### config.mk
export PLATFORM = sky130hd
export DESIGN_NAME = pixel_stream_receiver
export DESIGN_NICKNAME = d
export VERILOG_FILES = /design/src/rtl/pixel_stream_receiver.sv
export SDC_FILE = /design/constraint.sdc
export NUM_CORES = 1
export LEC_CHECK = 0
export ABC_AREA = 1
export BUFFER_PORTS_ARGS = -buffer_cell sky130_fd_sc_hd__buf_2
export CORE_MARGIN = 2
export CORE_UTILIZATION = 61
export CTS_CLUSTER_DIAMETER = 50
export DETAILED_ROUTE_END_ITERATION = 8
export PLACE_DENSITY = 0.75
export SYNTH_ARGS = -nofsm -noshare
export SYNTH_HDL_FRONTEND = slang
export SYNTH_SLANG_ARGS = --single-unit
### constraint.sdc
create_clock -name CLK -period 4 [get_ports CLK]
set_input_delay 1.2 -clock CLK [delete_from_list [all_inputs] [get_ports CLK]]
set_output_delay 1.2 -clock CLK [all_outputs]
set_load 0.02 [all_outputs]
### src/rtl/pixel_stream_receiver.sv
// Receiving end of the sensor readout link: samples sensor words on CLK, buffers them in a
// word FIFO and unpacks them into a coordinate-tagged valid/ready pixel stream.

// Two-flop synchronizer plus one edge-detect flop; the caller derives rise/fall from lvl/prev.
module psr_sync_edge (
    input  logic CLK,
    input  logic RESET,
    input  logic din,
    output logic lvl,
    output logic prev
);
    logic meta;

    always_ff @(posedge CLK or negedge RESET) begin
        if (!RESET) {prev, lvl, meta} <= '0;
        else        {prev, lvl, meta} <= {lvl, meta, din};
    end
endmodule

module pixel_stream_receiver #(
    parameter int PIXEL_BITS   = 8,
    parameter int BUS_WIDTH    = 4,
    parameter int ARRAY_WIDTH  = 128,
    parameter int ARRAY_HEIGHT = 128,
    parameter int FIFO_DEPTH   = 8
) (
    input  logic                            CLK,
    input  logic                            RESET,
    input  logic                            OUTPUT_CLK,
    input  logic [BUS_WIDTH*PIXEL_BITS-1:0] DATA_OUT,
    input  logic                            FRAME_FINISHED,
    output logic                            PIX_VALID,
    input  logic                            PIX_READY,
    output logic [PIXEL_BITS-1:0]           PIX_DATA,
    output logic [$clog2(ARRAY_WIDTH)-1:0]  PIX_X,
    output logic [$clog2(ARRAY_HEIGHT)-1:0] PIX_Y,
    output logic                            PIX_LAST,
    output logic                            FRAME_ERROR,
    output logic                            OVERFLOW
);
    localparam int WORDS = ARRAY_WIDTH * ARRAY_HEIGHT / BUS_WIDTH;
    localparam int CW    = $clog2(WORDS + 2);
    localparam int XW    = $clog2(ARRAY_WIDTH);
    localparam int YW    = $clog2(ARRAY_HEIGHT);
    localparam int LW    = (BUS_WIDTH > 1) ? $clog2(BUS_WIDTH) : 1;
    localparam int AW    = $clog2(FIFO_DEPTH);

    typedef logic [BUS_WIDTH-1:0][PIXEL_BITS-1:0] word_t;
    typedef struct packed {
        logic  sof;
        word_t pix;
    } entry_t;

    typedef enum logic {SYNC, RECV} state_t;

    // ---------------- input sampling ----------------
    logic [1:0] ctl_in, ctl_lvl, ctl_prev;
    logic       oc_rise, ff_rise, ff_fall;
    word_t      data_s1, data_s2;

    assign ctl_in = {FRAME_FINISHED, OUTPUT_CLK};

    for (genvar g = 0; g < 2; g++) begin : g_sync
        psr_sync_edge u_sync (
            .CLK  (CLK),
            .RESET(RESET),
            .din  (ctl_in[g]),
            .lvl  (ctl_lvl[g]),
            .prev (ctl_prev[g])
        );
    end

    assign oc_rise = ctl_lvl[0] & ~ctl_prev[0];
    assign ff_rise = ctl_lvl[1] & ~ctl_prev[1];
    assign ff_fall = ~ctl_lvl[1] & ctl_prev[1];

    // Data is delayed to line up with the synchronized strobe.
    always_ff @(posedge CLK or negedge RESET) begin
        if (!RESET) begin
            data_s1 <= '0;
            data_s2 <= '0;
        end else begin
            data_s1 <= DATA_OUT;
            data_s2 <= data_s1;
        end
    end

    // ---------------- frame FSM ----------------
    state_t        state, state_nxt;
    logic          push_req, start_frame, end_frame;
    logic [CW-1:0] cnt, cnt_inc;
    logic          frame_bad, sof_pend;
    logic          full, empty, pop, push, drop, bad_frame;

    always_ff @(posedge CLK or negedge RESET) begin
        if (!RESET) state <= SYNC;
        else        state <= state_nxt;
    end

    always_comb begin
        state_nxt   = state;
        push_req    = 1'b0;
        start_frame = 1'b0;
        end_frame   = 1'b0;
        case (state)
            SYNC: if (ff_fall) begin
                state_nxt   = RECV;
                start_frame = 1'b1;
            end
            RECV: begin
                push_req = oc_rise;
                if (ff_rise) begin
                    state_nxt = SYNC;
                    end_frame = 1'b1;
                end
            end
            default: state_nxt = SYNC;
        endcase
    end

    // A word arriving with the frame-end edge is counted before the length check.
    assign cnt_inc   = (push_req && cnt != CW'(WORDS + 1)) ? cnt + CW'(1) : cnt;
    assign drop      = push_req && full && !pop;
    assign push      = push_req && !drop;
    assign bad_frame = (cnt_inc != CW'(WORDS)) || frame_bad || drop;

    always_ff @(posedge CLK or negedge RESET) begin
        if (!RESET) begin
            cnt         <= '0;
            frame_bad   <= 1'b0;
            sof_pend    <= 1'b0;
            FRAME_ERROR <= 1'b0;
            OVERFLOW    <= 1'b0;
        end else begin
            FRAME_ERROR <= end_frame && bad_frame;
            OVERFLOW    <= OVERFLOW | drop;
            if (start_frame) begin
                cnt       <= '0;
                frame_bad <= 1'b0;
                sof_pend  <= 1'b1;
            end else if (push_req) begin
                cnt <= cnt_inc;
                if (drop) frame_bad <= 1'b1;
                if (push) sof_pend  <= 1'b0;
            end
        end
    end

    // ---------------- word FIFO ----------------
    // The sof tag marks a frame's first word so coordinates realign only when it reaches the unpacker.
    entry_t        mem [FIFO_DEPTH];
    entry_t        head;
    logic [AW:0]   wr_ptr, rd_ptr;

    assign empty = (wr_ptr == rd_ptr);
    assign full  = (wr_ptr[AW] != rd_ptr[AW]) && (wr_ptr[AW-1:0] == rd_ptr[AW-1:0]);
    assign head  = mem[rd_ptr[AW-1:0]];

    always_ff @(posedge CLK) begin
        if (push) mem[wr_ptr[AW-1:0]] <= '{sof: sof_pend, pix: data_s2};
    end

    always_ff @(posedge CLK or negedge RESET) begin
        if (!RESET) begin
            wr_ptr <= '0;
            rd_ptr <= '0;
        end else begin
            if (push) wr_ptr <= wr_ptr + 1'b1;
            if (pop)  rd_ptr <= rd_ptr + 1'b1;
        end
    end

    // ---------------- unpacker ----------------
    word_t         uw;
    logic [LW-1:0] lane;
    logic          busy, fire, last_lane;
    logic [XW-1:0] x;
    logic [YW-1:0] y;

    assign fire      = busy && PIX_READY;
    assign last_lane = (lane == LW'(BUS_WIDTH - 1));
    assign pop       = (!busy || (fire && last_lane)) && !empty;

    always_ff @(posedge CLK or negedge RESET) begin
        if (!RESET) begin
            uw   <= '0;
            lane <= '0;
            busy <= 1'b0;
        end else if (pop) begin
            uw   <= head.pix;
            lane <= '0;
            busy <= 1'b1;
        end else if (fire) begin
            if (last_lane) busy <= 1'b0;
            else           lane <= lane + 1'b1;
        end
    end

    always_ff @(posedge CLK or negedge RESET) begin
        if (!RESET) begin
            x <= '0;
            y <= '0;
        end else if (pop && head.sof) begin
            x <= '0;
            y <= '0;
        end else if (fire) begin
            if (x == XW'(ARRAY_WIDTH - 1)) begin
                x <= '0;
                y <= (y == YW'(ARRAY_HEIGHT - 1)) ? '0 : y + 1'b1;
            end else begin
                x <= x + 1'b1;
            end
        end
    end

    assign PIX_VALID = busy;
    assign PIX_DATA  = uw[lane];
    assign PIX_X     = x;
    assign PIX_Y     = y;
    assign PIX_LAST  = busy && (x == XW'(ARRAY_WIDTH - 1)) && (y == YW'(ARRAY_HEIGHT - 1));

endmodule
# After elaboration in Yosys (flattened, before gate mapping)
# Memory sizes are Yosys's and may differ from the RTL's.
# Index checks and enable logic that the tools add are counted.
word_totals:
  reg_bits: 145
  mem_bits_rw: 264
  in_bits: 37
  elab_cells: 119
  memories: 1
op_classes:
  addsub: 6
  n_lt_le_gt_ge: 1
  eq_ne: 9
  muxes: 33
  bitwise_logic: 8
  reduce_logical: 31
memory_table:
  columns: ["name", "depth", "width", "read_ports", "rd_clocked_by_memory_dff", "write_ports", "line", "rtl"]
  rows:
  - ["mem", 8, 33, 1, 0, 1, "151", "entry_t mem [FIFO_DEPTH];"]
ops:
  columns: ["operator", "count"]
  rows:
  - ["$mux 7", 7]
  - ["$mux 13", 3]
  - ["$ne 13x13->1 const B", 2]
  - ["$mux 1", 17]
  - ["$bmux 8 s2", 1]
  - ["$add 7x1->7 const B", 2]
  - ["$eq 7x7->1 const B", 2]
  - ["$reduce_bool 2->1", 7]
  - ["$add 13x1->13 const B", 1]
  - ["$logic_and 1x1->1", 12]
  - ["$reduce_and 2->1", 5]
  - ["$add 4x1->4 const B", 2]
  - ["$mux 8", 1]
  - ["$mux 2", 3]
  - ["$eq 4x4->1", 1]
  - ["$logic_not 1->1", 4]
  - ["$not 1->1", 4]
  - ["$and 1x1->1", 3]
  - ["$eq 3x3->1", 1]
  - ["$logic_or 1x1->1", 3]
  - ["$lt 2x3->1 const B", 1]
  - ["$add 2x1->2 const B", 1]
  - ["$eq 2x2->1 const B", 1]
  - ["$ne 2x2->1 const B", 1]
  - ["3 further kinds", 3]

# Logic depth before layout (Yosys ltp)
# Gate-level depths: netlist of run 1.
depth:
  ltp_word: 11
  mapped_depth: 15
  mapped_depth_nobuf: 14

# Modules after synthesis
# From an unflattened synthesis of run 1, not the netlist that was laid out.
hier_totals:
  cells_unflattened: 1276
  area_unflattened_um2: 15783.9
modules_own_cells:
  columns: ["mod", "instances", "cells_per_inst", "area_each_um2", "seq_area_each_um2"]
  rows:
  - ["pixel_stream_receiver", 1, 1270, 15633.7, 11405.9]
  - ["psr_sync_edge", 2, 3, 75.1, 75.1]

# Least setup slack after synthesis of run 1
# OpenSTA, ideal clock, no wires.
synth_path:
  path_kind: "in2reg"
  startpoint: "input PIX_READY"
  endpoint: "memory mem[0][0] (netlist bit), enable pin"
  t_arrival_ps: 3444
  required_ps: 3577
  setup_slack_ps: 133
  stages: 9
  n_path_buf: 0
  path_cell_list: "nand2_1 > nand2_1 > inv_1 > nand3_1 > nor2_1 > nor2_2 > inv_1 > or2_4 > nor2_1"
synth_via:
  elab_chain_len: 10
synth_lines:
  columns: ["element", "line", "rtl"]
  rows:
  - ["from (decl)", "33", "input logic PIX_READY,"]
  - ["$logic_and 1x1->1", "180", "assign fire = busy && PIX_READY;"]
  - ["$logic_and 1x1->1", "182", "assign pop = (!busy || (fire && last_lane)) && !empty;"]
  - ["$logic_or 1x1->1", "182", null]
  - ["$logic_and 1x1->1", "182", null]
  - ["$logic_not 1->1", "123", "assign drop = push_req && full && !pop;"]
  - ["$logic_and 1x1->1", "123", null]
  - ["$logic_not 1->1", "124", "assign push = push_req && !drop;"]
  - ["$logic_and 1x1->1", "124", null]
  - ["$mux 1", "160", "if (push) mem[wr_ptr[AW-1:0]] <= '{sof: sof_pend, pix: data_s2};"]
  - ["$mux 1 (implied by the code)", "160", null]
  - ["to (decl)", "151", null]
# No other way between the ends.

# Final worst setup path of run 1
layout_path:
  startpoint: "register y[0] (netlist: PIX_Y[0])"
  endpoint: "output PIX_LAST"
layout_via:
  elab_chain_len: 2
layout_lines:
  columns: ["element", "line", "rtl"]
  rows:
  - ["from (decl)", "178", "logic [YW-1:0] y;"]
  - ["from (signal assigned)", "209", "y <= (y == YW'(ARRAY_HEIGHT - 1)) ? '0 : y + 1'b1;"]
  - ["$eq 7x7->1", "220", "assign PIX_LAST = busy && (x == XW'(ARRAY_WIDTH - 1)) && (y == YW'(ARRAY_HEIGHT - 1));"]
  - ["$logic_and 1x1->1", "220", null]
  - ["to (decl)", "37", "output logic PIX_LAST,"]
# No other way between the ends.

==> results summary, run 1 <==
The flow ran to the end, and the final reports show no timing, DRC or antenna violations. Row generation in the floorplan step produced 58 rows. The required time at the worst-slack endpoint is 2800 ps. Setup violations remaining at the end of the flow were counted as 0. The highest fanout seen on the critical path came out at 5. The area of the die is 0.02718 mm^2. The tree is rooted in a sky130_fd_sc_hd__clkbuf_16. The yosys synthesis warning count came out at 0. Setup repair after global routing left no endpoint under its margin.

The detail route stage leaves a number of antenna-violating nets equal to 0. The routed wirelength normalized by instance count came out at 18.74 um. The total area inside the core boundary comes to 0.02533 mm^2. The most common cell after layout, fill and taps aside is sky130_fd_sc_hd__edfxtp_1.

The number of standard cells in the final layout excluding fillers is 1705. The number of buffers inserted for hold repair after clock tree synthesis came out at 0. The sequential fraction of the synthesis area is 73.22%. Before CTS, the worst setup slack after placement is 802.2 ps. Buffers inserted during clock tree synthesis total 41. STA classifies the critical path startpoint as a flip-flop. The worst-case register-to-register setup slack is 1170 ps. The actual transition at the worst max-transition pin came out at 736.2 ps.

The worst setup path is of the reg2out kind. The overall power after layout is 12.23 mW. The clock net in this run drives a total of 409 sinks. The worst max-slew margin expressed relative to the limit is 50.92%. Setup slack on the critical path of the routed design comes to 642.6 ps. The initial antenna violation count came out at 0. The die is 164.9 um tall. The top achievable clock speed is 0.2978 GHz.

In this run the horizontal extent of the chip is 164.9 um. In this run, the number of DRC markers left after iteration 0 of detailed routing was 831. The net count of the mapped netlist came out at 1322.

The number of max-slew violations in the final report was 0. The aggregate global-route resource usage came out at 24.36%. The net count reported at finish is 1388. The number of hold-slack violations in the final timing report is 0. The count of fill cells added during filler insertion came out at 1695. TritonCTS built the clock tree.

The combined area of all synthesized cells is 0.01578 mm^2. The worst hold path belongs to the class reg2reg. The initial core utilization came out at 62.32%.

The fraction of final layout cells sized beyond drive strength 1 came out at 13.09%. STA classifies the critical path endpoint as a primary output. The max-capacitance violation count is 0.

63 I/O pins were placed. Synthesis instantiated 37 different standard cells from the library. The HPWL after detailed placement is 18.52 mm. The cell count after synthesis came out at 1278.

The average cell area after synthesis came out at 12.35 um^2. From synthesis to final layout, the design area changed by 13.01%. Of the available clock period, the critical path in the final layout requires 83.94%.

The static leakage came out at 6.826 nW. Entering global routing, the biggest net connects 71 pins. The H-tree depth reported by CTS came out at 2. The routed layout has 9923 vias. The number of detailed-route iterations in the first pass came out at 5.

The total instance count after detailed placement came out at 1631. The time the final worst path needs with I/O delays and setup is 3357 ps. The repair_antennas step left the layout with diodes totalling 0.

The flip-flop and latch count after synthesis is 409. In the routed design, unresolved DRC markers number 0. The setup TNS came out at 0 ps.

The maximum clock path buffer count is 3. Data arrives at the worst endpoint at 2160 ps. After global routing the overflow that remains totals 0. The worst setup skew after layout came out at 8.217 ps. The first global-routing pass estimated 50.48 mm of wire. The number of buffers added for setup after CTS is 0. After clock tree synthesis, the repair step resized 0 gates. The via count of the first global-routing pass is 9473. For this design the ratio of total power to cell area is 685.4 mW/mm^2. In this run the tool buffered the top-level ports with 62 buffer cells. Clock-pin slew was measured on the worst setup and hold paths at 60 ps. The last weighted congestion value of the routability-driven placer came out at 0.8342. In the layout the commonest cells are 264 x sky130_fd_sc_hd__edfxtp_1, 205 x sky130_fd_sc_hd__nand2_1, 174 x sky130_fd_sc_hd__nor2_1, 143 x sky130_fd_sc_hd__dfrtp_1, 115 x sky130_fd_sc_hd__o21ai_0. The maximum vdd drop is 515.9 uV. The aggregate routed wire length came out at 31.94 mm.

At the later pin of the worst-skew pair, clock insertion delay measures 530 ps. The post-detailed-route via-to-cell ratio came out at 5.820.
[state kept, by name (all words and copies together) (netlist names)]
signal and cells:
state 1, frame_bad 1, g_sync.u_sync.prev 2, wr_ptr 4, data_s1 32, mem 264, sof_pend 1, rd_ptr 4
data_s2 32, OVERFLOW 1, PIX_X 7, cnt 13, FRAME_ERROR 1, PIX_VALID 1, g_sync.u_sync.meta 2, PIX_Y 7
uw 32, lane 2, g_sync.u_sync.lvl 2
[final cells by class]
type                       count  area [um^2]  area share, %
timing repair buffer          85        551.8          3.094
clock buffer                  64         1266          7.099
clock inverter                10        86.33         0.4840
inverter                      49        183.9          1.031
tap                          330        412.9          2.315
multi-input combinational    758         3774          21.16
sequential                   409        11560          64.82
[where the power goes]
group	switching (mW)	internal, mW	total (mW)	leakage (nW)
registers	0.486	4.94	5.43	4.10
logic	2.08	0.973	3.05	2.07
clock network	1.50	2.25	3.74	0.659
[worst max-delay path, stage by stage, from the launching register on]
cell and delay [ps]:
sky130_fd_sc_hd__dfrtp_1 400, sky130_fd_sc_hd__ha_1 180, sky130_fd_sc_hd__nand2_1 80, sky130_fd_sc_hd__nor2_1 130, sky130_fd_sc_hd__inv_1 70, sky130_fd_sc_hd__nor3_1 190, sky130_fd_sc_hd__nand2_1 150, sky130_fd_sc_hd__inv_1 130
sky130_fd_sc_hd__nand2_1 60, sky130_fd_sc_hd__nor2_1 90, sky130_fd_sc_hd__buf_2 170
[cells in the mapped netlist (all sizes together)]
cell,number,area (um^2)
nor2,187,743.2
dfrtp,145,3628
buf,31,204.0
a21oi,12,60.06
xnor2,4,42.55
nand3,80,405.4
a31oi,19,118.9
o22ai,46,287.8
o221ai,13,113.9
mux2i,13,130.1
o21ai,136,688.2
nand2,211,812.0
nand4,8,50.05
clkbuf,31,116.4
inv,49,183.9
edfxtp,264,7928
nor3,6,46.30
o211ai,1,12.51
or2,4,27.53
xor2,11,96.34
ha,7,87.58
[per-layer routing]
layer / share of wire [%] / up-vias / track usage [%] / wire length (um)
met5: 0 / - / 0 / 0
met4: 1.9 / 0 / 7.391 / 601
met3: 7.1 / 54 / 4.420 / 2275
met2: 48 / 370 / 38.70 / 15210
met1: 43 / 4867 / 34.96 / 13860
li1: - / 4632 / - / -
[cell families (layout without fill, tap and decap cells)]
kind of cell             Yosys count  count (layout)  share of synthesized area (%)
AO/OA/AOI/OAI                    227             227                          8.118
multiplexers                      13              13                         0.8245
adder cells (fa/ha/maj)            7               7                         0.5549
buffers and inverters            111             208                          3.195
flip-flops                       409             409                          73.22
XOR/XNOR                          15              15                         0.8800
AND/OR/NAND/NOR                  496             496                          13.21
[through the flow]
| stage | cell area [um^2] | hold WS [ps] | utilization (%) |
|---|---|---|---|
| after global routing | 17840 | 349.4 | 70.42 |
| final | 17840 | 342.3 | 70.42 |
| after detailed placement | 16480 | 335.5 | 65.08 |
| after floorplan | 15780 | 331.2 | - |
| after CTS | 17840 | 346.8 | 70.42 |
| after global placement | 16480 | 331.4 | 65.08 |
[worst paths after layout]
path / startpoint / depth (start not counted) / to
setup reg to reg: lane[0] / 11 / mem[6][1]
setup / recovery: PIX_Y[0] / 10 / PIX_LAST
min in group asynchronous: RESET / 1 / data_s2[1]
hold reg to reg: data_s1[2] / 0 / data_s2[2]
hold / removal: data_s1[2] / 0 / data_s2[2]
max in group asynchronous: RESET / 2 / data_s2[16]
Power figures use the tool's default switching activity.
==> run 2, diff against run 1 <==
==> constraint.sdc (replaced) <==
create_clock -name CLK -period 3.1 [get_ports CLK]
set_input_delay 0.93 -clock CLK [delete_from_list [all_inputs] [get_ports CLK]]
set_output_delay 0.93 -clock CLK [all_outputs]
set_load 0.02 [all_outputs]
==> run 2 against run 1 <==
Effect of this change: die area is the same; clock skew grew 11 ps; count of clock-buffer cells in the layout shrank 5; global-route usage shrank 0.16 points; final cell count grew 0.65%; total power grew 29%; highest routed layer unchanged.
==> results summary, run 2 (synthesis gave the netlist of run 1 again) <==
Traced cell by cell, the critical path runs through ha_1 > nand2_1 > nor2_2 > inv_1 > nor3_2 > nand2_1 > inv_2 > nand2_1 > nor2_1 > buf_4. The path class of the tightest hold or removal check is in2async. The y dimension of the die came out at 164.9 um (unchanged).

The final number of setup-violating endpoints is 0 (unchanged). The detailed-route via count is 10000 (+0.81%). The startpoint kind of the worst setup timing path is a flip-flop. The proportion of total power due to net switching is 33.68% (+0.42 points).

The count of fill cells added during filler insertion is 1643 (-3.1%). The library cell used most frequently in the layout, excluding fill and tap cells, is sky130_fd_sc_hd__edfxtp_1. The power density over the cells came out at 881.7 mW/mm^2 (+29%). The required time at the worst-slack endpoint is 2170 ps (-630 ps). The clock transition at the registers of the reported paths is 60 ps (about the same). The fraction of final layout cells sized beyond drive strength 1 came out at 13.92% (+0.83 points). The worst stage delay on the critical path was 390 ps (about the same).

The cell area after placement is 0.01658 mm^2 (+0.61%). The count of nets left with antenna violations after detail routing came out at 0 (unchanged). The maximum number of pins on one net before global-route repair was 72 (+1.4%). The type of the worst setup path is reg2out. The maximum clock path buffer count is 3 (unchanged). The number of I/O pins is 63 (unchanged). The initial core utilization is 62.32% (unchanged). The static leakage is 6.862 nW (+0.53%). The time the final worst path needs with I/O delays and setup came out at 3007 ps. The aggregate routed wire length was 31.97 mm (about the same). The combinational share of power came out at 26.3% (+1.3 points). The post-detailed-route via-to-cell ratio came out at 5.829 (+0.16%). In this run the critical register-to-register path is launched from lane[1].

The worst max-slew margin expressed relative to the limit is 58.47% (+7.6 points). The worst setup skew after layout came to 19.33 ps (+11.11 ps). The number of clock buffers inserted by TritonCTS came out at 42 (+2.4%).

The aggregate global-route resource usage is 24.20% (-0.16 points). The number of max-slew violations in the final report is 0 (unchanged). The count of buffers inserted at the top-level ports is 62 (unchanged).

The net count reported at finish is 1398 (+0.72%). The number of cell instances on the worst register-to-register path is 11 (unchanged). The HPWL after detailed placement came out at 18.63 mm (+0.60%).

The row count came out at 58 (unchanged). The number of standard cells in the final layout excluding fillers came to 1716 (+0.65%). The H-tree depth reported by CTS came to 2 (unchanged). The net switching power came out at 5.327 mW (+31%). Derived from the worst setup path, the maximum achievable clock frequency is 0.3326 GHz. The max-capacitance violation count came out at 0 (unchanged). The worst-case register-to-register setup slack came out at 470 ps (-700 ps). Setup repair after global routing could not meet its margin everywhere.

The minimum hold slack is 343.1 ps (+0.7650 ps). The residual overflow from global routing came to 0 (unchanged). The core box area is 0.02533 mm^2 (unchanged).

The routed wirelength normalized by instance count came to 18.63 um (-0.56%). The wire length of the first global-routing pass came out at 50.31 mm (-0.34%). The overall die width was 164.9 um (unchanged).

The final non-filler cell area came out at 0.01794 mm^2 (+0.58%). The setup TNS came out at 0 ps (unchanged). The maximum vdd drop is 683.6 uV (+33%).

The number of flip-flops under the largest register name came out at 264 (unchanged). The actual transition at the worst max-transition pin came out at 622.9 ps (-113.3 ps). The layout overhead on the synthesized area is 13.67%. The number of hold-slack violations in the final timing report came to 0 (unchanged). The via count of the first global-routing pass is 9651 (+1.9%).

The initial antenna violation count came out at 0 (unchanged). Leaving out fill and tap cells, the most frequent cells in the layout are 264 x sky130_fd_sc_hd__edfxtp_1, 205 x sky130_fd_sc_hd__nand2_1, 173 x sky130_fd_sc_hd__nor2_1, 142 x sky130_fd_sc_hd__dfrtp_1, 115 x sky130_fd_sc_hd__o21ai_0. The last weighted congestion value of the routability-driven placer is 0.8727 (+4.6%). The internal cell power is 10.49 mW (+29%).

The number of design-rule violations left by the first detailed-router iteration was 779 (-6.3%). The total instance count after detailed placement is 1636 (+0.31%). The number of DRC violations after detailed routing came out at 0 (unchanged).

The flow ran to the end, and the final reports show no timing, DRC or antenna violations. The number of clock sinks is 409 (unchanged). The clock tree from TritonCTS is yes. The relative contribution of the clock network to total power came out at 30.3% (-0.3 points).

The final antenna diode count came to 0 (unchanged). The area of the die came out at 0.02718 mm^2 (unchanged). The clock latency of the later-clocked register in the worst-skew pair is 530 ps (about the same). Among the stages of the critical path, the cell type that occurs most often is sky130_fd_sc_hd__nand2_1.

The highest fanout seen on the critical path is 4 (-1). The overall power after layout is 15.82 mW (+29%). The arrival time of the worst setup path is 2080 ps (-80 ps). The number of detailed-route iterations in the first pass is 6 (+1).

The clock tree root driver cell is sky130_fd_sc_hd__clkbuf_16. The final period utilization came out at 96.99%. The worst setup path is captured at a primary output. The endpoint identified for the worst register-to-register timing path is mem[6][28]. The slowest stage of the critical path is the sky130_fd_sc_hd__dfrtp_1 cell. The sequential share of power is 43.4% (-1.0 points).
[run 2: layout make-up]
cell class                 count  area (um^2)  area share [%]
sequential                   409        11560           64.45
clock inverter                17        155.1          0.8648
timing repair buffer          94        684.4           3.815
tap                          330        412.9           2.302
clock buffer                  59         1156           6.444
multi-input combinational    758         3781           21.08
inverter                      49        187.7           1.046
[run 2: power groups by stage]
stage / combinational (mW) / clock (mW) / sequential [mW]
after floorplan: 2.92 / 0 / 6.85
after global placement: 3.95 / 0 / 6.94
after detailed placement: 4.07 / 0 / 6.96
after CTS: 4.13 / 4.87 / 6.85
after global routing: 4.60 / 5.08 / 6.91
final: 4.16 / 4.79 / 6.86
[run 2: repair_timing]
item | CTS | global route
pin swaps | 1 | 1
setup endpoints to repair | 1 | 3
hold buffers | 0 | 0
setup buffers | 2 | 2
resized for setup | 0 | 6
[run 2: per-stage QoR]
step	setup WS (ps)	utilization, %
final	93.17	70.83
after global routing	-38.94	70.83
after CTS	9.190	70.71
after detailed placement	268.1	65.48
after global placement	304.5	65.48
after floorplan	-497.1	-
[run 2: worst max-delay path, delay by kind of cell (launching register included)]
family	cells	cell delay (ps)
and+or+nand+nor	6	650
adders and majority gates	1	190
buffers and inverters	3	310
DFF	1	390
[run 2: worst max path at each step]
stage,from,to,cells past startpoint
CTS,PIX_Y[1],PIX_LAST,10
finish,PIX_Y[1],PIX_LAST,10
global route,PIX_Y[1],PIX_LAST,10
detailed placement,PIX_READY,mem[6][12],11
floorplan,PIX_READY,mem[0][0],9
global placement,PIX_READY,mem[6][10],11
[run 2: layer usage]
layer  vias up  GRT usage, %  share of wire, %
met2       418         38.82                48
met5         -             0                 0
met4         0         7.905               2.3
met1      4857         33.91                42
li1       4661             -                 -
met3        67         4.746               8.2
